File: config.mk
export PLATFORM = sky130hd
export DESIGN_NAME = div_iter_param
export DESIGN_NICKNAME = d
export VERILOG_FILES = /design/src/rtl/div_iter_param_pkg.sv /design/src/rtl/div_lzc.sv /design/src/rtl/div_iter_param.sv
export SDC_FILE = /design/constraint.sdc
export NUM_CORES = 1
export LEC_CHECK = 0
export CAP_MARGIN = 15
export CORE_MARGIN = 2
export CORE_UTILIZATION = 55
export DETAILED_ROUTE_END_ITERATION = 7
export PLACE_DENSITY_LB_ADDON = 0.08
export SKIP_CTS_REPAIR_TIMING = 1
export SYNTH_ARGS = -nofsm -noshare
export SYNTH_HDL_FRONTEND = slang
export SYNTH_HIERARCHICAL = 1
export SYNTH_SLANG_ARGS = --single-unit
export TNS_END_PERCENT = 20
File: constraint.sdc
create_clock -name clk -period 10.3 [get_ports clk]
set_clock_uncertainty 0.05 [all_clocks]
set_input_delay 1.545 -clock clk [delete_from_list [all_inputs] [get_ports clk]]
set_output_delay 1.545 -clock clk [all_outputs]
set_load 0.005 [all_outputs]
File: src/rtl/div_iter_param_pkg.sv
`default_nettype none
// ============================================================================
// Module : div_iter_param_pkg
// Brief  : Shared types, opcode constants and decode for the iterative divider.
// Rev    : 1.0
// ============================================================================
package div_iter_param_pkg;

  // funct3 encodings of the M-extension divide group
  localparam logic [2:0] c_op_div  = 3'b100;
  localparam logic [2:0] c_op_divu = 3'b101;
  localparam logic [2:0] c_op_rem  = 3'b110;
  localparam logic [2:0] c_op_remu = 3'b111;

  typedef enum logic [4:0] {
    S_IDLE = 5'b00001,
    S_PREP = 5'b00010,
    S_ITER = 5'b00100,
    S_FIX  = 5'b01000,
    S_DONE = 5'b10000
  } state_t;

  typedef struct packed {
    logic is_signed;
    logic is_rem;
  } opdec_t;

  // Anything outside the four divide opcodes falls through as unsigned quotient.
  function automatic opdec_t decode_op(input logic [2:0] op);
    opdec_t d;
    d.is_signed = (op == c_op_div) || (op == c_op_rem);
    d.is_rem    = (op == c_op_rem) || (op == c_op_remu);
    return d;
  endfunction

endpackage
`default_nettype wire

File: src/rtl/div_lzc.sv
`default_nettype none
// ============================================================================
// Module : div_lzc
// Brief  : Leading-zero counter; an all-zero input reports WIDTH.
// Rev    : 1.0
// ============================================================================
module div_lzc #(
  parameter int WIDTH = 32
) (
  input  logic [WIDTH-1:0]       i_data,
  output logic [$clog2(WIDTH):0] o_lzc
);

  localparam int LW = $clog2(WIDTH) + 1;

  // Scanning upward lets the highest set bit overwrite all lower ones.
  always_comb begin
    o_lzc = LW'(WIDTH);
    for (int i = 0; i < WIDTH; i++) begin
      if (i_data[i]) o_lzc = LW'(WIDTH - 1 - i);
    end
  end

endmodule
`default_nettype wire

File: src/rtl/div_iter_param.sv
`default_nettype none
// ============================================================================
// Module : div_iter_param
// Brief  : Multi-cycle restoring divider, 1 or 2 quotient bits per cycle, with
//          leading-zero skip, last-result reuse, flush and tag passthrough.
// Rev    : 1.0
// ============================================================================
module div_iter_param
  import div_iter_param_pkg::*;
#(
  parameter int WIDTH    = 32,
  parameter int BPC      = 1,
  parameter int TAG_W    = 5,
  parameter int REUSE_EN = 1
) (
  input  logic             clk,
  input  logic             rst_n,
  input  logic             in_valid,
  output logic             in_ready,
  input  logic [2:0]       op_i,
  input  logic [WIDTH-1:0] dividend_i,
  input  logic [WIDTH-1:0] divisor_i,
  input  logic [TAG_W-1:0] tag_i,
  input  logic             flush_i,
  output logic             out_valid,
  input  logic             out_ready,
  output logic [WIDTH-1:0] result_o,
  output logic [TAG_W-1:0] tag_o,
  output logic             busy_o
);

  localparam int LW = $clog2(WIDTH) + 1;
  localparam int IW = $clog2(WIDTH);

  state_t             r_state;
  opdec_t             r_dec;
  logic [WIDTH-1:0]   r_a, r_b;
  logic [TAG_W-1:0]   r_tag;
  logic               r_sa, r_sb, r_dz;
  logic [WIDTH-1:0]   r_ua, r_ub, r_rem, r_quo;
  logic [IW-1:0]      r_idx;
  logic               r_out_valid;
  logic [WIDTH-1:0]   r_result;
  logic [TAG_W-1:0]   r_tag_o;

  logic               r_c_vld, r_c_sa, r_c_sb, r_c_signed;
  logic [WIDTH-1:0]   r_c_ua, r_c_ub, r_c_q, r_c_r;

  logic               w_sa, w_sb, w_dz, w_hit, w_zero;
  logic [WIDTH-1:0]   w_ua, w_ub;
  logic [LW-1:0]      w_lzc, w_bits, w_ngrp;
  logic [IW-1:0]      w_start;
  logic [BPC-1:0]     w_digit, w_iter_q;
  logic [WIDTH+BPC-1:0] w_trial;
  logic [WIDTH-1:0]   w_iter_rem, w_q_fix, w_r_fix;

  assign in_ready  = (r_state == S_IDLE);
  assign busy_o    = (r_state != S_IDLE);
  assign out_valid = r_out_valid;
  assign result_o  = r_result;
  assign tag_o     = r_tag_o;

  assign w_sa = r_dec.is_signed & r_a[WIDTH-1];
  assign w_sb = r_dec.is_signed & r_b[WIDTH-1];
  assign w_ua = w_sa ? -r_a : r_a;
  assign w_ub = w_sb ? -r_b : r_b;
  assign w_dz = (r_b == '0);

  div_lzc #(.WIDTH(WIDTH)) u_lzc (
    .i_data (w_ua),
    .o_lzc  (w_lzc)
  );

  // First digit group is aligned so the final group always ends at bit 0.
  assign w_bits  = LW'(WIDTH) - w_lzc;
  assign w_ngrp  = (w_bits + LW'(BPC - 1)) / LW'(BPC);
  assign w_start = IW'((w_ngrp * LW'(BPC)) - LW'(1));
  assign w_zero  = (w_ngrp == '0);

  assign w_hit = (REUSE_EN != 0) && r_c_vld && (r_c_ua == w_ua) && (r_c_ub == w_ub) &&
                 (r_c_sa == w_sa) && (r_c_sb == w_sb) && (r_c_signed == r_dec.is_signed);

  assign w_digit = r_ua[r_idx -: BPC];
  assign w_trial = {r_rem, w_digit};

  generate
    if (BPC == 2) begin : g_r4
      logic [WIDTH+1:0] w_d1, w_d2, w_d3;
      assign w_d1 = {2'b00, r_ub};
      assign w_d2 = {1'b0, r_ub, 1'b0};
      assign w_d3 = w_d1 + w_d2;
      always_comb begin
        w_iter_q   = 2'd0;
        w_iter_rem = WIDTH'(w_trial);
        if (w_trial >= w_d3) begin
          w_iter_q   = 2'd3;
          w_iter_rem = WIDTH'(w_trial - w_d3);
        end else if (w_trial >= w_d2) begin
          w_iter_q   = 2'd2;
          w_iter_rem = WIDTH'(w_trial - w_d2);
        end else if (w_trial >= w_d1) begin
          w_iter_q   = 2'd1;
          w_iter_rem = WIDTH'(w_trial - w_d1);
        end
      end
    end else begin : g_r2
      logic [WIDTH:0] w_d1;
      logic           w_ge;
      assign w_d1       = {1'b0, r_ub};
      assign w_ge       = (w_trial >= w_d1);
      assign w_iter_q   = w_ge;
      assign w_iter_rem = w_ge ? WIDTH'(w_trial - w_d1) : WIDTH'(w_trial);
    end
  endgenerate

  // Divide-by-zero bypasses sign fixing; MIN/-1 falls out of plain magnitude math.
  assign w_q_fix = r_dz ? '1  : ((r_sa ^ r_sb) ? -r_quo : r_quo);
  assign w_r_fix = r_dz ? r_a : (r_sa ? -r_rem : r_rem);

  always_ff @(posedge clk or negedge rst_n) begin
    if (!rst_n) begin
      r_state     <= S_IDLE;
      r_dec       <= '0;
      r_a         <= '0;
      r_b         <= '0;
      r_tag       <= '0;
      r_sa        <= 1'b0;
      r_sb        <= 1'b0;
      r_dz        <= 1'b0;
      r_ua        <= '0;
      r_ub        <= '0;
      r_rem       <= '0;
      r_quo       <= '0;
      r_idx       <= '0;
      r_out_valid <= 1'b0;
      r_result    <= '0;
      r_tag_o     <= '0;
      r_c_vld     <= 1'b0;
      r_c_sa      <= 1'b0;
      r_c_sb      <= 1'b0;
      r_c_signed  <= 1'b0;
      r_c_ua      <= '0;
      r_c_ub      <= '0;
      r_c_q       <= '0;
      r_c_r       <= '0;
    end else if (flush_i) begin
      r_state     <= S_IDLE;
      r_out_valid <= 1'b0;
    end else begin
      case (r_state)
        S_IDLE: begin
          if (in_valid) begin
            r_dec   <= decode_op(op_i);
            r_a     <= dividend_i;
            r_b     <= divisor_i;
            r_tag   <= tag_i;
            r_state <= S_PREP;
          end
        end
        S_PREP: begin
          r_sa  <= w_sa;
          r_sb  <= w_sb;
          r_ua  <= w_ua;
          r_ub  <= w_ub;
          r_dz  <= w_dz;
          r_rem <= '0;
          r_quo <= '0;
          r_idx <= w_start;
          if (w_dz) begin
            r_state <= S_FIX;
          end else if (w_hit) begin
            r_result    <= r_dec.is_rem ? r_c_r : r_c_q;
            r_tag_o     <= r_tag;
            r_out_valid <= 1'b1;
            r_state     <= S_DONE;
          end else if (w_zero) begin
            r_state <= S_FIX;
          end else begin
            r_state <= S_ITER;
          end
        end
        S_ITER: begin
          r_rem <= w_iter_rem;
          r_quo <= {r_quo[WIDTH-1-BPC:0], w_iter_q};
          if (r_idx == IW'(BPC - 1)) r_state <= S_FIX;
          else                       r_idx   <= r_idx - IW'(BPC);
        end
        S_FIX: begin
          r_result    <= r_dec.is_rem ? w_r_fix : w_q_fix;
          r_tag_o     <= r_tag;
          r_out_valid <= 1'b1;
          r_state     <= S_DONE;
          if ((REUSE_EN != 0) && !r_dz) begin
            r_c_vld    <= 1'b1;
            r_c_ua     <= r_ua;
            r_c_ub     <= r_ub;
            r_c_sa     <= r_sa;
            r_c_sb     <= r_sb;
            r_c_signed <= r_dec.is_signed;
            r_c_q      <= w_q_fix;
            r_c_r      <= w_r_fix;
          end
        end
        S_DONE: begin
          if (out_ready) begin
            r_out_valid <= 1'b0;
            r_state     <= S_IDLE;
          end
        end
        default: r_state <= S_IDLE;
      endcase
    end
  end

endmodule
`default_nettype wire

# Word-level counts from Yosys, hierarchy flattened

Cells that the tools add are included.

Register bits: 382
Input bits: 77
Output and inout port bits: 40
Logic and storage cells: 147

Add/sub/neg operators: 8
Order comparisons: 1
Equal/unequal tests: 22
Shifts and indexed selects: 1
Muxes and demuxes: 64
Bitwise gates (word level): 5
Reduce and logical (&&, ||, !) cells: 21

Operators by type and width:

| kind                                                                | number |
|---|---|
| 32-bit two-way mux                                                  | 11 |
| 6-bit two-way mux                                                   | 32 |
| 32-bit case mux with 2 select lines                                 | 3 |
| 32-bit negation                                                     | 4 |
| 32-bit == test                                                      | 2 |
| 5-bit two-way mux                                                   | 9 |
| 33-bit by 32-bit >= comparator with 1-bit output                    | 1 |
| 32-bit zero test                                                    | 1 |
| 32-bit by 6-bit variable part select with 1-bit output              | 1 |
| 32-bit subtractor                                                   | 1 |
| 5-bit case mux with 5 select lines                                  | 1 |
| 5-bit case mux with 2 select lines                                  | 2 |
| 3-bit inequality test (second input constant)                       | 4 |
| 3-bit AND reduction                                                 | 4 |
| 5-bit by 1-bit subtractor with 5-bit output (second input constant) | 2 |
| 3-bit == test (second input constant)                               | 3 |
| 4-bit AND reduction                                                 | 2 |
| 6-bit zero test                                                     | 1 |
| 2-bit inequality test (second input constant)                       | 3 |
| 6-bit subtractor (first input constant)                             | 1 |
| 5-bit by 1-bit == test with 1-bit output (second input constant)    | 1 |
| 5-bit by 2-bit == test with 1-bit output (second input constant)    | 1 |
| 5-bit by 3-bit == test with 1-bit output (second input constant)    | 1 |
| 5-bit by 4-bit == test with 1-bit output (second input constant)    | 1 |
| 16 further kinds                                                    | 30 |

# Longest topological paths before layout

Depth in word-level cells: 41
Mapped depth: 21

# Hierarchy

The synthesis kept the hierarchy.

By module, submodules not included:

| module         | instances | cells an instance | area an instance (um^2) |
|---|---|---|---|
| div_iter_param | 1         | 2799              | 24169.4 |
| div_lzc        | 1         | 65                | 367.9 |

# Worst setup path after synthesis

Ideal clock, no wire load.

Path type: reg-to-reg
From: register r_idx[0]
To: register r_rem[30]
Library setup time: 0.121 ns
Data arrival time: 4.690 ns
Required time: 10.129 ns
Setup slack: 5.439 ns
Cell stages (with the launch flop): 18
Buffers on the path: 1
Cells stage by stage: dfrtp_1 > clkbuf_1 > mux4_2 > mux4_2 > mux2i_1 > ha_1 > inv_1 > fa_1 > a211oi_1 > o21ai_0 > a21oi_1 > o21ai_0 > a211oi_1 > o21ai_0 > a221oi_1 > mux2i_1 > a311o_1 > nand2_1

Longest elaborated chain between the ends: 4
Elaborated cells between the ends (all ways): 5
Those cells by class: 1 x add/sub; 1 x order compare; 1 x shift; 2 x mux

Ends and longest elaborated chain:

| element                                                                                      | line                                         | text |
|---|---|---|
| from (decl)                                                                                  | div_iter_param.sv:41                         | `logic [IW-1:0] r_idx;` |
| from (signal assigned)                                                                       | div_iter_param.sv:168                        | `r_idx <= w_start;` |
| from (signal assigned)                                                                       | div_iter_param.sv:186                        | `else r_idx <= r_idx - IW'(BPC);` |
| 32-bit by 6-bit variable part select with 1-bit output (*)                                   | div_iter_param.sv:83                         | `assign w_digit = r_ua[r_idx -: BPC];` |
| 32-bit subtractor / 33-bit by 32-bit >= comparator with 1-bit output (equally long branches) | div_iter_param.sv:112, div_iter_param.sv:110 |  |
| 32-bit two-way mux (*)                                                                       | div_iter_param.sv:112                        | `assign w_iter_rem = w_ge ? WIDTH'(w_trial - w_d1) : WIDTH'(w_trial);` |
| 32-bit case mux with 2 select lines (*)                                                      | div_iter_param.sv:150                        | `case (r_state)` |
| to (signal assigned)                                                                         | div_iter_param.sv:183                        | `r_rem <= w_iter_rem;` |
| to (decl)                                                                                    | div_iter_param.sv:40                         | `logic [WIDTH-1:0] r_ua, r_ub, r_rem, r_quo;` |

Every way passes the cells marked *; elsewhere a longest branch is shown, timed or not.
A chain may end at the register's enable or synchronous reset.

# Final worst setup path

Same ends and word-level chain as after synthesis.

==> results.md <==
* Top post-synthesis cells by area: dfrtp_1, nand2_1, o21ai_0
* EDFF count, synth at 0
* Met2 WL at between 30,000 and 40,000 µm
* CTS clk-pin slew, worst paths at 0.06 ns
* Crit path required time at 10.72 ns
* P_leak at 12.1 nW
* Via count at 22,700
* FF+latch count, synth at 382
* Total CTS buffers at 43
* Register Area at 0.00956 mm²
* Hold_ws at approximately 0.42 ns
* YS warnings at 6
* Mapped Nets at a little under 3,000
* Core area at 0.0441 mm²
* Initial antenna violation count at 1
* R2R cell count at 16
* Hold path depth at 2
* Max Root-Sink Buffers at 3
* Crit Path Category: flip-flop to flip-flop
* Worst path most repeated cell: o21ai_0
* Worst vdd ir at 0.189 mV
* Vias in the first global route at around 21,000
* Total track usage at 38.0%
* Drt first pass iters at 5
* Met3 wire len at 7870 µm
* Top routing layer in use: met4
* Ys async rst share at 100%
* Syn avg cell area at between 8 and 9 µm²
* Final Slew Violations at 0
* Register area share after synthesis at 39.0%
* Synth Flop Type: dfrtp_1
* Minimum clock period at 6.07 ns
* Setup-failing EPs final at 0
* Die Ht at between 200 and 250 µm
* Fillers at 3,892
* # DRC at 0
* Largest delay contributor family on the critical path: compound AO/OA/AOI/OAI gates
* DRT iter0 DRCs at 2,974
* CTS tree: done
* M1 WL at 37,800 µm
* Starting Density at 55.6%
* Rel. slew slack at 25.2%
* Cell taking the most area after synthesis: dfrtp_1
* Total gr overflow at 0
* Layout area overhead at 11.5%
* H-Tree Depth at 2
* Sink Count at 382
* DP Worst Slack at about 4.3 ns
* Critical-path top delay cell: mux2i_1
* CP max stage delay at 0.72 ns
* DP HPWL at 65,000 µm
* Measured slew at the worst slew-check pin at approximately 1.1 ns
* Chip width at 215 µm
* Routed Antenna Nets at 0
* F_max at 0.165 GHz
* HP Class: flip-flop to flip-flop
* Setup crit end kind: flip-flop
* Setup tns final at 0 ns
* Global-route wire length before repair at 134,000 µm
* Cell Rows at 77
* CP Launch Type: flip-flop
* Critical Path Source: r_idx[0]$_DFFE_PN0P_
* Final GP Congestion at 1.02
* Maximum number of pins on one net before global-route repair at around 120
* Crit path max fanout at 11
* Multi-input logic area at 0.0139 mm²
* Tcrit/Tclk final at 58.9%
* Vias/cell at approximately 6.5
* I/O Pins at 117
* Share of cells above drive strength 1 at 8.92%
* Core Util, Final at 62.0%
* Port buffer count at 116
* Min-Delay Startpoint: r_tag[0]$_DFFE_PN0P_
* RSZ-0062 raised after global routing: false
* Number of max-cap violations at 0
* Clk_lat worst skew at 0.59 ns
* Placed Area at between 0.02 and 0.03 mm²
* CTS root buffer: clkbuf_16
* WP buf/inv at 1
* Number of cells on the critical path at 16
* Commonest cells post-synth: nand2_1, dfrtp_1, o21ai_0, clkbuf_1, nor2_1
* PD cells at around 210 mW/mm²
* Synthesized cell area at around 0.025 mm²
* Netlist cell types at 83
* CP Cell Sequence: mux4_2, mux4_2, mux2i_1, ha_1, inv_1, fa_1, a211oi_1, o21ai_0, a21oi_1, o21ai_0, a211oi_1, o21ai_0, a221oi_1, mux2i_1, a311o_1, nand2_1
* Final hold vios at 0
* Cells after synthesis at 2,864
* Design area at around 0.027 mm²
* Worst reg2reg startpoint: r_idx[0]$_DFFE_PN0P_
* Drt total wl at 88,300 µm
* Synth top area share at 38.9%
* Dominant cell by count in the synthesized netlist: nand2_1
* Wirelength per Cell at 25.3 µm
* Status: completed
* Final WS setup at 4.23 ns
* Full die area at 0.0463 mm²
* Critical Path AT at 6.49 ns
* Final nets at around 3,000
* Antenna diodes at 0
-- cell usage in the layout (no fill, tap or decap), types with 10 or more instances in the layout --
cell type        Yosys  final
o31ai_1             23     23
mux2i_1             42     42
mux4_2              19     19
clkdlybuf4s50_1      0    115
a22o_1              29     29
and3_1              15     14
clkbuf_1           170     15
clkbuf_8             0     11
nand4_1             40     40
and2_1              10     10
nand3_1             57     56
inv_1               92     92
o41ai_1             15     15
nand2b_1            23     22
xnor2_1            104    104
a2111oi_0           11     11
buf_4                0     34
or2_2               11     11
dfrtp_1            381    379
nor2_1             156    153
ha_1                38     38
mux2_2              92     92
o21ai_0            250    250
o211ai_1            15     15
o22ai_1             12     12
nand2_1            562    561
nor2b_1             22     22
clkbuf_16            0     43
a21o_1              12     12
nor4_1              53     52
a211oi_1            18     18
a31oi_1             41     41
a21oi_1            114    114
o2111ai_1           15     15
or3_1               26     26
nor3_1              67     67
xor2_1              93     93
mux2_4              14     14
or4_1               36     36
-- kinds of logic after synthesis --
| group | Yosys count | synth area share [%] |
|---|---|---|
| simple gates | 1134 | 21.8 |
| mux | 167 | 8.54 |
| fa+ha+maj | 39 | 2.02 |
| xor+xnor | 199 | 7.22 |
| buf+inv | 293 | 4.70 |
| compound gates | 650 | 16.7 |
| flops | 382 | 39.0 |
-- through the flow --
step           total power [mW]  std cells
2_1_floorplan              3.43       2864
5_1_grt                    6.07       3484
3_3_place_gp               4.11       3407
4_1_cts                    5.74       3484
6_report                   5.79       3484
3_5_place_dp               4.18       3408
-- report_power, final --
part           switching [mW]  internal [mW]  leakage [nW]
clock network           0.630          0.925         0.682
logic                    1.37          0.816          6.37
registers               0.360           1.68          5.05
-- worst min-delay path, cell delays in order, from the launching register on --
cell and delay, ns:
dfrtp_1 0.34, nand2_1 0.05, nand2_1 0.05
-- path summary, 6_finish.rpt --
check	slack, ns	to
max	4.23	r_rem[30]$_DFFE_PN0P_
min	0.42	r_tag[0]$_DFFE_PN0P_
max reg2reg	4.23	r_rem[30]$_DFFE_PN0P_
min reg2reg	0.42	r_tag[0]$_DFFE_PN0P_
max in group asynchronous	6.98	r_dz$_DFFE_PN0P_
min in group asynchronous	0.99	r_a[16]$_DFFE_PN0P_
-- cell type report --
| cell class | count | area share [%] |
|---|---|---|
| Sequential cell | 382 | 35.0 |
| Clock inverter | 7 | 0.439 |
| Inverter | 94 | 1.29 |
| Timing Repair Buffer | 151 | 5.24 |
| Clock buffer | 69 | 4.69 |
| Tap cell | 592 | 2.71 |
| Multi-Input combinational cell | 2189 | 50.7 |
-- metal layers --
layer / vias to the layer above / track usage [%]
li1: 10200 / -
met1: 11200 / 54.8
met2: 1134 / 57.0
met3: 177 / 5.83
met4: 0 / 16.0
met5: - / 0
Note: power is estimated with default switching activity, not from simulation.
